--- src/rtl/router_pkg.sv ---
// Shared defaults for the input/output router FIFOs.
package router_pkg;

  localparam int PISO_DEPTH      = 8;
  localparam int PISO_DATA_WIDTH = 8;

endpackage

--- src/rtl/piso_slot.sv ---
// One DEPTH-word vector register bank with a load enable and a word-select mux.
module piso_slot #(
  parameter int DEPTH      = 8,
  parameter int DATA_WIDTH = 8,
  parameter int ADDR_WIDTH = $clog2(DEPTH)
) (
  input  logic                        i_clk,
  input  logic                        i_load,
  input  logic [DEPTH*DATA_WIDTH-1:0] i_data,
  input  logic [ADDR_WIDTH-1:0]       i_sel,
  output logic [DEPTH*DATA_WIDTH-1:0] o_data,
  output logic [DATA_WIDTH-1:0]       o_word
);

  logic [DEPTH*DATA_WIDTH-1:0] mem;

  // Data is qualified by the owner's valid bit, so it needs no reset.
  always_ff @(posedge i_clk) begin
    if (i_load) mem <= i_data;
  end

  assign o_data = mem;
  assign o_word = mem[i_sel*DATA_WIDTH +: DATA_WIDTH];

endmodule

--- src/rtl/piso_fifo.sv ---
// Two-slot parallel-in serial-out FIFO: slot A drains word by word while slot P
// holds the next vector, so consecutive vectors stream without a bubble.
module piso_fifo
  import router_pkg::*;
#(
  parameter int DEPTH      = PISO_DEPTH,
  parameter int DATA_WIDTH = PISO_DATA_WIDTH,
  parameter int ADDR_WIDTH = $clog2(DEPTH),
  parameter int CNT_WIDTH  = $clog2(2*DEPTH+1)
) (
  input  logic                        i_clk,
  input  logic                        i_nrst,
  input  logic                        i_clear,
  input  logic                        i_wen,
  input  logic [DEPTH*DATA_WIDTH-1:0] i_data_in,
  input  logic                        i_ren,
  output logic [DATA_WIDTH-1:0]       o_data_out,
  output logic                        o_valid,
  output logic                        o_last,
  output logic                        o_empty,
  output logic                        o_full,
  output logic [CNT_WIDTH-1:0]        o_count,
  output logic                        o_overflow,
  output logic                        o_underflow
);

  localparam logic [ADDR_WIDTH-1:0] LAST_PTR = ADDR_WIDTH'(DEPTH-1);

  logic                        a_vld;
  logic                        p_vld;
  logic [ADDR_WIDTH-1:0]       rd_ptr;
  logic                        wr_acc;
  logic                        rd_acc;
  logic                        a_done;
  logic                        a_load;
  logic                        p_load;
  logic [DEPTH*DATA_WIDTH-1:0] a_din;
  logic [DEPTH*DATA_WIDTH-1:0] p_vec;
  logic [DEPTH*DATA_WIDTH-1:0] a_vec_unused;
  logic [DATA_WIDTH-1:0]       a_word;
  logic [DATA_WIDTH-1:0]       p_word_unused;

  assign o_empty = !a_vld;
  assign o_full  = a_vld && p_vld;
  assign wr_acc  = i_wen && !o_full;
  assign rd_acc  = i_ren && a_vld;
  assign a_done  = rd_acc && (rd_ptr == LAST_PTR);

  // A refills from P when it finishes with P waiting, otherwise from the write port.
  assign a_din  = (a_done && p_vld) ? p_vec : i_data_in;
  assign a_load = !i_clear &&
                  ((a_done && p_vld) || (a_done && wr_acc) || (!a_vld && wr_acc));
  assign p_load = !i_clear && wr_acc &&
                  ((a_done && p_vld) || (!a_done && a_vld && !p_vld));

  always_comb begin
    o_count = '0;
    if (a_vld) o_count = CNT_WIDTH'(DEPTH) - CNT_WIDTH'(rd_ptr);
    if (p_vld) o_count = o_count + CNT_WIDTH'(DEPTH);
  end

  piso_slot #(
    .DEPTH      (DEPTH),
    .DATA_WIDTH (DATA_WIDTH),
    .ADDR_WIDTH (ADDR_WIDTH)
  ) u_slot_a (
    .i_clk  (i_clk),
    .i_load (a_load),
    .i_data (a_din),
    .i_sel  (rd_ptr),
    .o_data (a_vec_unused),
    .o_word (a_word)
  );

  piso_slot #(
    .DEPTH      (DEPTH),
    .DATA_WIDTH (DATA_WIDTH),
    .ADDR_WIDTH (ADDR_WIDTH)
  ) u_slot_p (
    .i_clk  (i_clk),
    .i_load (p_load),
    .i_data (i_data_in),
    .i_sel  (rd_ptr),
    .o_data (p_vec),
    .o_word (p_word_unused)
  );

  always_ff @(posedge i_clk or negedge i_nrst) begin
    if (!i_nrst) begin
      a_vld       <= 1'b0;
      p_vld       <= 1'b0;
      rd_ptr      <= '0;
      o_data_out  <= '0;
      o_valid     <= 1'b0;
      o_last      <= 1'b0;
      o_overflow  <= 1'b0;
      o_underflow <= 1'b0;
    end else if (i_clear) begin
      a_vld       <= 1'b0;
      p_vld       <= 1'b0;
      rd_ptr      <= '0;
      o_valid     <= 1'b0;
      o_last      <= 1'b0;
      o_overflow  <= 1'b0;
      o_underflow <= 1'b0;
    end else begin
      o_valid <= rd_acc;
      o_last  <= a_done;
      if (rd_acc) begin
        o_data_out <= a_word;
        rd_ptr     <= rd_ptr + 1'b1;
      end
      if (i_wen && o_full)   o_overflow  <= 1'b1;
      if (i_ren && !a_vld)   o_underflow <= 1'b1;

      if (a_done) begin
        a_vld <= p_vld || wr_acc;
        p_vld <= p_vld && wr_acc;
      end else if (!a_vld) begin
        if (wr_acc) begin
          a_vld  <= 1'b1;
          rd_ptr <= '0;
        end
      end else if (!p_vld) begin
        if (wr_acc) p_vld <= 1'b1;
      end
    end
  end

endmodule

--- config.mk ---
export PLATFORM = sky130hd
export DESIGN_NAME = piso_fifo
export DESIGN_NICKNAME = d
export VERILOG_FILES = /design/src/rtl/router_pkg.sv /design/src/rtl/piso_slot.sv /design/src/rtl/piso_fifo.sv
export SDC_FILE = /design/constraint.sdc
export NUM_CORES = 1
export LEC_CHECK = 0
export CORE_ASPECT_RATIO = 1.25
export CORE_MARGIN = 2
export CORE_UTILIZATION = 40
export DETAILED_ROUTE_END_ITERATION = 8
export PLACE_DENSITY = 0.59
export SKIP_CTS_REPAIR_TIMING = 1
export SLEW_MARGIN = 20
export SYNTH_ARGS = -nofsm -noshare
export SYNTH_HDL_FRONTEND = slang
export SYNTH_SLANG_ARGS = --single-unit
--- constraint.sdc ---
create_clock -name i_clk -period 8.1 [get_ports i_clk]
set_input_delay 0.81 -clock i_clk [delete_from_list [all_inputs] [get_ports i_clk]]
set_output_delay 0.81 -clock i_clk [all_outputs]
set_load 0.1 [all_outputs]
Word-level counts from Yosys, hierarchy flattened:

Cells that the tools add are included.

* shift-type cells: 1
* add/subtract/negate cells: 3
* bitwise gates (word level): 1
* eq/ne operators: 1
* reduce and logical (&&, ||, !) cells: 28
* multiplexer cells: 22

Operators with widths (number)
* 2-to-1 mux 64 bit: 1
* variable part select 64 x 7 -> 8 bit: 1
* logical AND 1 bit: 15
* 2-to-1 mux 3 bit: 5
* 2-to-1 mux 1 bit: 14
* 2-to-1 mux 5 bit: 2
* adder 5 x 4 -> 5 bit (second input constant): 1
* zero test 1 bit: 5
* subtractor 4 x 3 -> 5 bit (first input constant): 1
* logical OR 1 bit: 4
* nonzero test 2 bit: 2
* adder 3 x 1 -> 3 bit (second input constant): 1
* equality test 3 bit (second input constant): 1
* nonzero test 3 bit: 1
* AND reduction 2 bit: 1
* NOT 1 bit: 1

* output and inout port bits: 19
* bits of input ports: 69
* register bits after elaboration: 145
* word-level logic and storage cells: 66

Depth between registers and ports, before layout:

* depth after elaboration: 8
* depth in mapped cells: 6
* mapped depth without buffers: 5

Cells and area by module:

From an unflattened synthesis, not the netlist that was laid out.

* cell total of the unflattened synthesis: 327
* area, all modules: 6784.0 um^2

Modules (own cells, without submodules)
* piso_slot: cells an instance 93, sequential area each 1921.8 um^2, times used 2, area each 2472.4 um^2
* piso_fifo: cells an instance 141, sequential area each 425.4 um^2, times used 1, area each 1839.3 um^2

Least setup slack after synthesis:

OpenSTA, ideal clock, no wires.

* kind: reg-to-reg
* start point: register p_vld
* end point: register u_slot_a.mem[0] (netlist: u_slot_a.o_data[0]) (enable)
* arrival time: 6.115 ns
* cell stages (with the launch flop): 4
* library setup time: 0.582 ns
* clock period less this slack: 6.697 ns
* buffers on the path: 0
* slack: 1.403 ns
* required time: 7.518 ns
* cell sequence: dfrtp_1 -> and2_1 -> nor2_1 -> a211oi_1

* longest elaborated chain between the ends: 7
* elaborated cells between the ends (all ways): 9
* those cells by class: reduce/logical: 9

Ends and longest elaborated chain
* from (decl): RTL line piso_fifo.sv:30 `logic p_vld;`
* from (signal assigned): RTL line piso_fifo.sv:118 `p_vld <= p_vld && wr_acc;`
* logical AND 1 bit (*): RTL line piso_fifo.sv:44 `assign o_full = a_vld && p_vld;`
* via o_full: RTL line piso_fifo.sv:21 `output logic o_full,`
* zero test 1 bit (*): RTL line piso_fifo.sv:45 `assign wr_acc = i_wen && !o_full;`
* logical AND 1 bit (*): RTL line piso_fifo.sv:45
* logical AND 1 bit: RTL line piso_fifo.sv:52 `((a_done && p_vld) || (a_done && wr_acc) || (!a_vld && wr_acc));`
* logical OR 1 bit: RTL line piso_fifo.sv:52
* logical OR 1 bit (*): RTL line piso_fifo.sv:52
* logical AND 1 bit (*): RTL line piso_fifo.sv:51 `assign a_load = !i_clear &&`
* via a_load: RTL line piso_fifo.sv:35 `logic a_load;`
* to (signal assigned): RTL line piso_slot.sv:19 `if (i_load) mem <= i_data;`
* to (decl): RTL line piso_slot.sv:15 `logic [DEPTH*DATA_WIDTH-1:0] mem;`

The timed path passes the listed nets; every way through them passes the cells marked *.
A chain may end at the register's enable or synchronous reset.

Worst setup path in the final report:

* start point: register rd_ptr[1]
* end point: output o_count[4]

* longest elaborated chain between the ends: 4

Ends and longest elaborated chain
* from (decl): RTL line piso_fifo.sv:31 `logic [ADDR_WIDTH-1:0] rd_ptr;`
* from (signal assigned): RTL line piso_fifo.sv:111 `rd_ptr <= rd_ptr + 1'b1;`
* subtractor 4 x 3 -> 5 bit (*): RTL line piso_fifo.sv:58 `if (a_vld) o_count = CNT_WIDTH'(DEPTH) - CNT_WIDTH'(rd_ptr);`
* 2-to-1 mux 5 bit (*): RTL line piso_fifo.sv:58
* adder 5 x 4 -> 5 bit: RTL line piso_fifo.sv:59 `if (p_vld) o_count = o_count + CNT_WIDTH'(DEPTH);`
* 2-to-1 mux 5 bit (*): RTL line piso_fifo.sv:59
* to (decl): RTL line piso_fifo.sv:22 `output logic [CNT_WIDTH-1:0] o_count,`

Mark *: on every way between the ends. The rest lies on a longest branch, timed or not.

==> flow_metrics.tcl <==
set metrics [dict create \
    status "finished clean" \
    synth_top_area_cell "edfxtp_1" \
    period_share_pct 46.6 \
    std_cell_rows 50 \
    detail-route-antenna-nets 0 \
    drt_pass1_iterations 4 \
    synth-xor-area-share_pct 0.146 \
    cts.clk_slew.worst_paths_ps 60 \
    ys_top_cells_by_count "edfxtp_1 (128), mux2_2 (75), dfrtp_1 (17), mux2i_1 (17), nand2_1 (11)" \
    use_met3_pct 3.70 \
    worst_pin_slew_ps 983 \
    drive_above_1_share_pct 26.4 \
    hold_violations 0 \
    num_io_pins 88 \
    period_needed_ps 3780 \
    totalWireLength_um 11000 \
    drt_iter0_drc 172 \
    synth_compound_area_share_pct 4.16 \
    floorplan.initialDensity_pct 40.4 \
    antennaDiodeCount 0 \
    die_h_um 141 \
    peakVddDrop_uv 117 \
    nFillCells 1233 \
    synth_simple_gate_area_share_pct 2.66 \
    track_usage_pct 14.6 \
    cp.required_ps 7290 \
    gp_congestion 0.778 \
    clock-root-buffer "clkbuf_16" \
    grt.overflow.total 0 \
    cts_tree "built" \
    ff2ff_path_depth 6 \
    post_dp_cell_area_um2 7020 \
    die_area_um2 16000 \
    grt_pass1_wl_um 17600 \
    cts_buffers 17 \
    busiest_layer "met2" \
    min_path_cells 2 \
    ys_seq_area_share_pct 71.4 \
    drt-wirelength-per-cell_um 17.8 \
    yosysMostFrequentCell "edfxtp_1" \
    syn_area_um2 5980 \
    synth_ff_type "edfxtp_1" \
    clock.fmax_mhz 265 \
    rsz0062_at_grt "false" \
    hold_class "reg -> reg" \
    leakage_nw 2.60 \
    maxSlewHeadroom_pct 34.3 \
    die_w_um 113 \
    synth.avg_cell_area_um2 18.0 \
    antenna_found_initial 0 \
    report.final.slew_viol_count 0 \
    h-tree-depth 4 \
    whs_ps 491 \
    crit_chain "nor2_1 -> and3_1 -> ha_1 -> clkdlybuf4s50_1" \
    cp-end-kind "output port" \
    grt_max_degree 65 \
    grt_pass1_vias 3288 \
    cap_violations 0 \
    via_count 3129 \
    clock-sinks 145 \
    port_buffers 87 \
    synth_top_area_share_pct 64.2 \
    drc 0 \
    place_inst 590 \
    hpwl_um 7330 \
    synth_area_leaders "edfxtp_1 (64%), mux2_2 (14%), dfrtp_1 (7.1%)" \
    synth_cells 333 \
    core-area_um2 14800 \
    nNetsFinal 500 \
    grt_use_met1_pct 19.2 \
    yosys_warnings 0 \
    synth_fa_ha_area_share_pct 0.836 \
    muxShareOfSynthArea_pct 18.0 \
    grt_use_met2_pct 23.3 \
    ys_seq_elements 145 \
    crit_slowest_cell "clkdlybuf4s50_1" \
    max_stage_delay_ps 1130 \
    cp-start-kind "flop" \
    synth_edf_count 128 \
    powerDensity_nw_per_um2 236 \
    setup_viol 0 \
    synth_top_family_by_area "multiplexers" \
    stdcell_area_um2 7570 \
    cp_max_fo 9 \
    cts_buffer_depth 2 \
    ys_types 34 \
    synth.net_count 406 \
    fin_skew_ps 5.97 \
    fin_cells 622 \
    async_flop_share_pct 11.7 \
    power_mw 1.79 \
    critPathKind "reg -> out" \
    drt-vias-per-instance 5.03 \
    setup_tns_ps 0 \
    clock_latency_ps 400 \
    crit_arrival_ps 2970 \
    area_growth_pct 26.5 \
]
## sequential cells by signal, indices dropped and copies added, names as in the netlist, 3 cells and up
| register | flops |
|---|---|
| u_slot_a.o_data | 64 |
| u_slot_p.o_data | 64 |
| o_data_out | 8 |
| rd_ptr | 3 |
## cells in the final DEF (no fill, tap or decap), drive strengths merged
cell type,synthesis,layout
mux2i,17,17
a211oi,1,1
nand2,11,11
edfxtp,128,128
o22ai,8,8
clkinvlp,0,7
clkdlybuf4s50,0,87
clkbuf,0,19
o31ai,8,8
clkinv,0,4
nand3,1,1
a311oi,1,1
dfrtp,17,17
xor2,1,1
a32oi,2,2
a21oi,5,5
mux2,80,80
inv,5,6
nand2b,1,1
buf,17,5
o21ai,1,1
nor2b,1,1
nand3b,2,2
and3,1,1
nand4,1,1
nor3,1,1
and2,3,3
ha,4,4
a22o,8,8
nor2,8,8
bufinv,0,1
## cells by family (layout without fill, tap and decap cells)
kind of cell               Yosys count  count (layout)
adders and majority gates            4               4
AOI/OAI and AO/OA                   34              34
xor gates and xnor gates             1               1
and+or+nand+nor                     30              30
muxes                               97              97
buffers and inverters               22             129
DFF                                145             145
## power by group
group | internal [mW] | switching, mW | leakage, nW
clock network | 0.421 | 0.296 | 0.247
registers | 0.850 | 0.0142 | 1.40
logic | 0.0761 | 0.131 | 0.960
## layer usage
metal | part of all wire, % | up-vias
met4 | 1.5 | 0
met5 | 0 | -
met1 | 45 | 1553
li1 | - | 1494
met2 | 50 | 71
met3 | 3.7 | 11
## critical path: cells and delay by family, from the launching register on
family / cells / cell delay, ps
fa+ha+maj: 1 / 130
buf+inv: 1 / 1130
flops: 1 / 450
simple gates: 2 / 850
## cell type report
type	instances	area, um2	area share (%)
Timing Repair Buffer	92	948	12.5
Sequential cell	145	4270	56.4
Clock inverter	13	115	1.52
Tap cell	182	228	3.01
Inverter	5	18.8	0.248
Clock buffer	19	433	5.72
Multi-Input combinational cell	166	1560	20.6
## worst paths after layout
kind                                              start                             to  slack [ps]
worst max-delay path                rd_ptr[1]$_DFF_PN0_                     o_count[4]        4320
max in group asynchronous                        i_nrst      o_data_out[7]$_DFFE_PN0P_        6750
worst min register to register  o_underflow$_DFFE_PN0P_        o_underflow$_DFFE_PN0P_         490
min in group asynchronous                        i_nrst         o_overflow$_DFFE_PN0P_         860
worst max register to register      rd_ptr[0]$_DFF_PN0_  u_slot_a.o_data[23]$_DFFE_PP_        5230
worst min-delay path            o_underflow$_DFFE_PN0P_        o_underflow$_DFFE_PN0P_         490
## per-stage QoR
| stage | utilization (%) | setup slack, ps |
|---|---|---|
| after floorplan | - | 1400 |
| after global placement | 47.0 | 4640 |
| after detailed placement | 47.4 | 4750 |
| after CTS | 51.1 | 4310 |
| after global routing | 51.1 | 4200 |
| final | 51.1 | 4320 |
(Power assumes the default switching activity.)
